**config.mk**
```make
export PLATFORM = sky130hd
export DESIGN_NAME = booth_datapath_flat
export DESIGN_NICKNAME = d
export VERILOG_FILES = /design/src/rtl/booth_pkg.sv /design/src/rtl/booth_datapath_if.sv /design/src/rtl/booth_step_counter.sv /design/src/rtl/booth_datapath.sv /design/src/flat_wrapper.sv
export SDC_FILE = /design/constraint.sdc
export NUM_CORES = 1
export LEC_CHECK = 0
export CAP_MARGIN = 10
export CORE_MARGIN = 5
export CORE_UTILIZATION = 55
export CTS_CLUSTER_SIZE = 8
export DETAILED_ROUTE_END_ITERATION = 10
export PLACE_DENSITY = 0.82
export SLEW_MARGIN = 20
export SYNTH_ARGS = -nofsm -noshare
export SYNTH_HDL_FRONTEND = slang
export SYNTH_SLANG_ARGS = --single-unit
```
**constraint.sdc**
```tcl
create_clock -name Clock -period 2.9 [get_ports Clock]
set_input_delay 0.58 -clock Clock [delete_from_list [all_inputs] [get_ports Clock]]
set_output_delay 0.58 -clock Clock [all_outputs]
set_load 0.02 [all_outputs]
```
**src/rtl/booth_pkg.sv**
```systemverilog
// Shared definitions for the Booth multiplier controller and datapath.
//   WIDTH_DEFAULT : default operand width.
//   bpair_t       : encodings of B = {Q_1, Q[0]} and the action each one asks for.
//   S1..S3        : controller state encodings, kept here so both sides agree.
//   cnt_width()   : width of the step counter for a given operand width.
package booth_pkg;

    localparam int WIDTH_DEFAULT = 8;

    typedef enum logic [1:0] {
        B_NOP0 = 2'b00,
        B_SUB  = 2'b01,
        B_ADD  = 2'b10,
        B_NOP1 = 2'b11
    } bpair_t;

    localparam logic [1:0] S1 = 2'b01;
    localparam logic [1:0] S2 = 2'b10;
    localparam logic [1:0] S3 = 2'b11;

    // Step counter must hold 0..WIDTH-1; never narrower than one bit.
    function automatic int cnt_width(input int w);
        return (w <= 2) ? 1 : $clog2(w);
    endfunction

endpackage

```
**src/rtl/booth_datapath_if.sv**
```systemverilog
// Strobe/result bundle between the Booth controller and the datapath.
//   master : controller side, drives strobes and operands, observes results.
//   slave  : datapath side, observes strobes, drives B/Done/Product/ProductValid/Error.
// Strobes are level signals sampled on each rising clock; there is no
// valid/ready handshake. ProductValid is a one-cycle pulse qualifying Product.
interface booth_datapath_if #(parameter int WIDTH = 8);

    logic                   Load;
    logic                   Add;
    logic                   Addc;
    logic                   Shift;
    logic                   Count;
    logic [WIDTH-1:0]       Multiplicand;
    logic [WIDTH-1:0]       Multiplier;
    logic [1:0]             B;
    logic                   Done;
    logic [2*WIDTH-1:0]     Product;
    logic                   ProductValid;
    logic                   Error;

    modport master (
        output Load, Add, Addc, Shift, Count, Multiplicand, Multiplier,
        input  B, Done, Product, ProductValid, Error
    );

    modport slave (
        input  Load, Add, Addc, Shift, Count, Multiplicand, Multiplier,
        output B, Done, Product, ProductValid, Error
    );

endinterface

```
**src/rtl/booth_step_counter.sv**
```systemverilog
// Booth step counter: cleared by Load, saturating increment on Count,
// Done asserted combinationally while the count sits at WIDTH-1.
//   Clock, Resetn : clock, asynchronous active-low reset.
//   Load, Count   : clear / increment strobes (Load wins).
//   Done          : cnt == WIDTH-1.
module booth_step_counter
    import booth_pkg::*;
#(
    parameter int WIDTH = WIDTH_DEFAULT
) (
    input  logic Clock,
    input  logic Resetn,
    input  logic Load,
    input  logic Count,
    output logic Done
);

    localparam int CW = cnt_width(WIDTH);
    localparam logic [CW-1:0] LAST = CW'(WIDTH - 1);

    logic [CW-1:0] cnt;

    always_ff @(posedge Clock or negedge Resetn) begin
        if (!Resetn) begin
            cnt <= '0;
        end else if (Load) begin
            cnt <= '0;
        end else if (Count && (cnt != LAST)) begin
            cnt <= cnt + CW'(1);
        end
    end

    assign Done = (cnt == LAST);

endmodule

```
**src/rtl/booth_datapath.sv**
```systemverilog
// Radix-2 Booth multiplier datapath driven by the controller's strobes.
//   Clock, Resetn : clock, asynchronous active-low reset.
//   bus (slave)   : Load/Add/Addc/Shift/Count strobes and operands in;
//                   B, Done, Product, ProductValid, Error out.
// A and M carry one extra sign bit so that subtracting the most-negative
// multiplicand cannot overflow.
module booth_datapath
    import booth_pkg::*;
#(
    parameter int WIDTH = WIDTH_DEFAULT
) (
    input  logic                   Clock,
    input  logic                   Resetn,
    booth_datapath_if.slave        bus
);

    logic [WIDTH:0]       a_q;
    logic [WIDTH:0]       m_q;
    logic [WIDTH-1:0]     q_q;
    logic                 q1_q;
    logic [2*WIDTH-1:0]   product_q;
    logic                 pv_q;
    logic                 err_q;
    logic                 done;

    logic [WIDTH:0]       a_sum;
    logic [WIDTH:0]       a_shift;
    logic [WIDTH-1:0]     q_shift;
    logic                 complete;

    // Add and Addc together is a controller fault: leave A alone.
    always_comb begin
        a_sum = a_q;
        unique case ({bus.Add, bus.Addc})
            2'b10:   a_sum = a_q + m_q;
            2'b01:   a_sum = a_q + ~m_q + (WIDTH+1)'(1);
            default: a_sum = a_q;
        endcase
    end

    // Shift acts on the post-add A so that a combined add+shift is well defined.
    assign a_shift  = {a_sum[WIDTH], a_sum[WIDTH:1]};
    assign q_shift  = {a_sum[0], q_q[WIDTH-1:1]};
    assign complete = bus.Shift && done;

    always_ff @(posedge Clock or negedge Resetn) begin
        if (!Resetn) begin
            a_q       <= '0;
            m_q       <= '0;
            q_q       <= '0;
            q1_q      <= 1'b0;
            product_q <= '0;
            pv_q      <= 1'b0;
            err_q     <= 1'b0;
        end else if (bus.Load) begin
            a_q   <= '0;
            q_q   <= bus.Multiplier;
            q1_q  <= 1'b0;
            m_q   <= {bus.Multiplicand[WIDTH-1], bus.Multiplicand};
            err_q <= 1'b0;
            pv_q  <= 1'b0;
        end else begin
            if (bus.Shift) begin
                a_q  <= a_shift;
                q_q  <= q_shift;
                q1_q <= q_q[0];
            end else begin
                a_q <= a_sum;
            end
            if (bus.Add && bus.Addc) begin
                err_q <= 1'b1;
            end
            pv_q <= complete;
            if (complete) begin
                product_q <= {a_shift[WIDTH-1:0], q_shift};
            end
        end
    end

    booth_step_counter #(.WIDTH(WIDTH)) u_cnt (
        .Clock  (Clock),
        .Resetn (Resetn),
        .Load   (bus.Load),
        .Count  (bus.Count),
        .Done   (done)
    );

    assign bus.B            = {q1_q, q_q[0]};
    assign bus.Done         = done;
    assign bus.Product      = product_q;
    assign bus.ProductValid = pv_q;
    assign bus.Error        = err_q;

endmodule

```
**src/flat_wrapper.sv**
```systemverilog
// flat-port wrapper written by rule: the top's interface ports become plain ports
module booth_datapath_flat import booth_pkg::*;
#(
    parameter int WIDTH = WIDTH_DEFAULT
)
  (Clock, Resetn, bus_Load, bus_Add, bus_Addc, bus_Shift, bus_Count, bus_Multiplicand, bus_Multiplier, bus_B, bus_Done, bus_Product, bus_ProductValid, bus_Error);
  booth_datapath_if #(.WIDTH(WIDTH)) bus_i ();
  input  logic Clock;
  input  logic Resetn;
  input wire logic [$bits(bus_i.Load)-1:0] bus_Load;
  input wire logic [$bits(bus_i.Add)-1:0] bus_Add;
  input wire logic [$bits(bus_i.Addc)-1:0] bus_Addc;
  input wire logic [$bits(bus_i.Shift)-1:0] bus_Shift;
  input wire logic [$bits(bus_i.Count)-1:0] bus_Count;
  input wire logic [$bits(bus_i.Multiplicand)-1:0] bus_Multiplicand;
  input wire logic [$bits(bus_i.Multiplier)-1:0] bus_Multiplier;
  output wire logic [$bits(bus_i.B)-1:0] bus_B;
  output wire logic [$bits(bus_i.Done)-1:0] bus_Done;
  output wire logic [$bits(bus_i.Product)-1:0] bus_Product;
  output wire logic [$bits(bus_i.ProductValid)-1:0] bus_ProductValid;
  output wire logic [$bits(bus_i.Error)-1:0] bus_Error;
  assign bus_i.Load = bus_Load;
  assign bus_i.Add = bus_Add;
  assign bus_i.Addc = bus_Addc;
  assign bus_i.Shift = bus_Shift;
  assign bus_i.Count = bus_Count;
  assign bus_i.Multiplicand = bus_Multiplicand;
  assign bus_i.Multiplier = bus_Multiplier;
  assign bus_B = bus_i.B;
  assign bus_Done = bus_i.Done;
  assign bus_Product = bus_i.Product;
  assign bus_ProductValid = bus_i.ProductValid;
  assign bus_Error = bus_i.Error;
  booth_datapath #(.WIDTH(WIDTH)) u_core (.Clock(Clock), .Resetn(Resetn), .bus(bus_i));
endmodule
```
==> reports/results.ini <==
[detailed_routing]
drtIter0Drc = 240
drc = 0
vias_per_cell = 5.72
wl_per_cell_microns = 15.6
drtAntennaViolNets = 0
wirelength_microns = 6910
firstDrtPassIters = 4
num_vias = 2536

[timing]
relSlewSlack = 0.625
worstMarginPinSlew_ps = 562
setup-violations-final = 0
fin_skew_ps = 5.41
fin_crit_sh = 0.876
grt_setup_unrepaired = no
hold_viol = 0
fin_crit_ps = 2540
tns_ps = 0
drv_slew = 0
max_freq_ghz = 0.394

[placement]
hpwl_microns = 5140
dp.cells = 436
gp_congestion = 0.868
postPlaceCellArea_sq_um = 3500
io_buffers = 43

[clock_network]
cts_resized = 0
numCtsBuffers = 5
htreeDepth = 2
insertion_delay_ps = 300
cts-hold-fix-buffers = 0
clk_pin_slew_ps = 80
cts.sinks = 47
clockRootBuffer = clkbuf_8
cts_tree = done
clk_path_buf_depth = 2
post-cts-setup-buffer-count = 0

[die]
die_x_microns = 84.6
ioPinCount = 44
dieArea_sq_um = 7150
die_y_microns = 84.6
initial_core_util = 0.562
core_area_sq_um = 5440
rows = 27

[setup_path]
cp_max_fo = 4
crit_path_end_kind = flip-flop
crit_path_start_kind = flip-flop
crit_type = reg -> reg
crit_start = u_core.m_q[0]$_DFFE_PN0P_
r2r_cells = 8
arrival_ps = 2700
ff2ff_setup_slack_ps = 360
rr_startpoint = u_core.m_q[0]$_DFFE_PN0P_
rr_endpoint = u_core.bus.Product[15]$_DFFE_PN0P_
required_ps = 3060

[logic_synthesis]
yosysSeqAreaShare = 0.385
synthFlopType = dfrtp_1
synth_compound_area_frac = 0.196
muxShareOfSynthArea = 0.0532
synth_top_family_by_area = simple AND/OR/NAND/NOR gates
avgSynthCellArea_sq_um = 9.18
async_flop_share = 1.00
synth_cells = 333
synth-adder-area-share = 0.0991
synth_xor_area_frac = 0.00287
ys_types = 61
synth-edff-count = 0
synth_area_sq_um = 3060
yosysWarnings = 0
synth_nets = 379
ys_seq_elements = 47
synthSimpleGateAreaFrac = 0.200

[global_routing]
grt_pass1_vias = 2568
grt_remaining_overflow = 0
grt_max_degree = 48
antenna_found_initial = 0
grt_first_pass_wirelength_microns = 11800
track_usage = 0.199

[cells_and_area]
area_delta_synth_final_pct = 18.0
drive_gt1_frac = 0.0889
stdcell_area_sq_um = 3610
diodes = 0
fin_cells = 443
final_nets = 417

[power_and_ir_drop]
power.density_nw_per_um2 = 472
ir_drop_uv = 340
p_leak_nw = 1.68

[worst_hold_path]
hp-class = in -> async

[outcome]
status = complete, no violations

[run]
drv_cap = 0

-- worst max-delay path by stage --
stage / end / slack, ps / cells past startpoint
finish: u_core.bus.Product[15]$_DFFE_PN0P_ / 360 / 8
global route: u_core.bus.Product[15]$_DFFE_PN0P_ / 240 / 8
floorplan: u_core.bus.Product[15]$_DFFE_PN0P_ / 700 / 8
detailed placement: u_core.bus.Product[15]$_DFFE_PN0P_ / 120 / 9
global placement: u_core.bus.Product[15]$_DFFE_PN0P_ / 220 / 9
CTS: u_core.bus.Product[15]$_DFFE_PN0P_ / 370 / 8
-- cell usage after synthesis, drive strengths merged, types with 3 or more instances --
master	instances	area share
a211oi	6	0.022
a21o	3	0.0074
a21oi	12	0.020
a31oi	4	0.0082
and2b	3	0.0082
and3b	3	0.0086
buf	11	0.030
clkbuf	7	0.0086
dfrtp	47	0.38
ha	21	0.086
inv	18	0.022
mux2i	14	0.046
nand2	56	0.069
nand2b	5	0.011
nand3	5	0.0082
nand3b	3	0.0074
nor2	19	0.023
nor2b	5	0.010
nor3	3	0.0049
nor3b	3	0.0090
nor4	3	0.0082
o211ai	3	0.0074
o21a	3	0.0074
o21ai	33	0.054
o22ai	4	0.010
or2	4	0.0082
-- metrics by stage --
stage	utilization	setup WS, ps	hold WS, ps	total power [mW]
2_1_floorplan	-	700	284	1.11
3_3_place_gp	0.643	223	459	1.23
3_5_place_dp	0.643	121	462	1.24
4_1_cts	0.663	369	474	1.71
5_1_grt	0.663	238	312	1.80
6_report	0.663	359	265	1.70
-- metal layers --
layer  global-route usage  wire (microns)
met2                0.346            3520
met3               0.0314             390
met1                0.257            2900
met4               0.0518             107
met5                    0               0
-- critical path, cell delays in order (launching register included) --
cell and delay, ps:
dfrtp_1 410, ha_1 230, fa_1 460, nand2b_2 140, a211oi_4 80, o311a_2 410
o211ai_1 160, nor3b_2 330, o21ai_0 180
-- sequential cells by signal, summed over array words and instances (netlist names) --
signal / count
u_core.bus.Product: 16
u_core.a_q: 9
u_core.m_q: 8
u_core.q_q: 8
u_core.u_cnt.cnt: 3
u_core.bus.Error: 1
u_core.bus.ProductValid: 1
u_core.q1_q: 1
-- cell type report --
type,instances,area (sq um)
fillers,429,1830
repair buffers,49,473
clock buffers,5,68.8
multi-input cells,248,1690
clock inverters,2,37.5
well taps,72,90.1
inverters,20,75.1
flip-flops and latches,47,1180
-- power by group --
group	switching [mW]	total, mW	internal (mW)
registers	0.0378	0.734	0.697
clock network	0.210	0.461	0.252
logic	0.287	0.508	0.221
-- logic make-up (layout without fill, tap and decap cells) --
family,count (synthesis),in the layout
xor gates and xnor gates,1,1
DFF,47,47
AOI/OAI and AO/OA,86,86
muxes,16,16
buffers and inverters,38,76
and+or+nand+nor,122,122
adders and majority gates,23,23
-- placed cells by master, fill, tap and decap left out, types with 2 or more instances in the layout --
master / netlist / routed
o21a_1: 3 / 3
a31oi_1: 4 / 4
mux2_2: 2 / 2
nor2b_1: 5 / 5
fa_1: 2 / 2
dfrtp_1: 47 / 47
a21oi_1: 12 / 12
ha_1: 21 / 21
buf_4: 5 / 7
or2_2: 3 / 3
nor3b_1: 2 / 2
o211ai_1: 3 / 3
a41oi_1: 2 / 2
and3b_1: 3 / 3
nor2_1: 19 / 19
mux2i_1: 14 / 14
nand2b_1: 4 / 4
nand4_1: 2 / 2
a221o_1: 2 / 2
a21o_1: 3 / 3
and2_1: 2 / 2
clkdlybuf4s50_1: 0 / 42
clkinv_1: 2 / 2
o22ai_1: 3 / 3
a221oi_1: 2 / 2
nand3b_1: 3 / 3
or3_1: 2 / 2
and2b_2: 2 / 2
a211oi_1: 3 / 3
nand2_1: 56 / 56
a211oi_2: 2 / 2
o21ai_0: 32 / 32
nor3_1: 3 / 3
and3_1: 2 / 2
o31ai_1: 2 / 2
nand3_1: 5 / 5
clkbuf_8: 0 / 5
nor4_1: 2 / 2
inv_1: 18 / 18
Power figures use the tool's default switching activity.
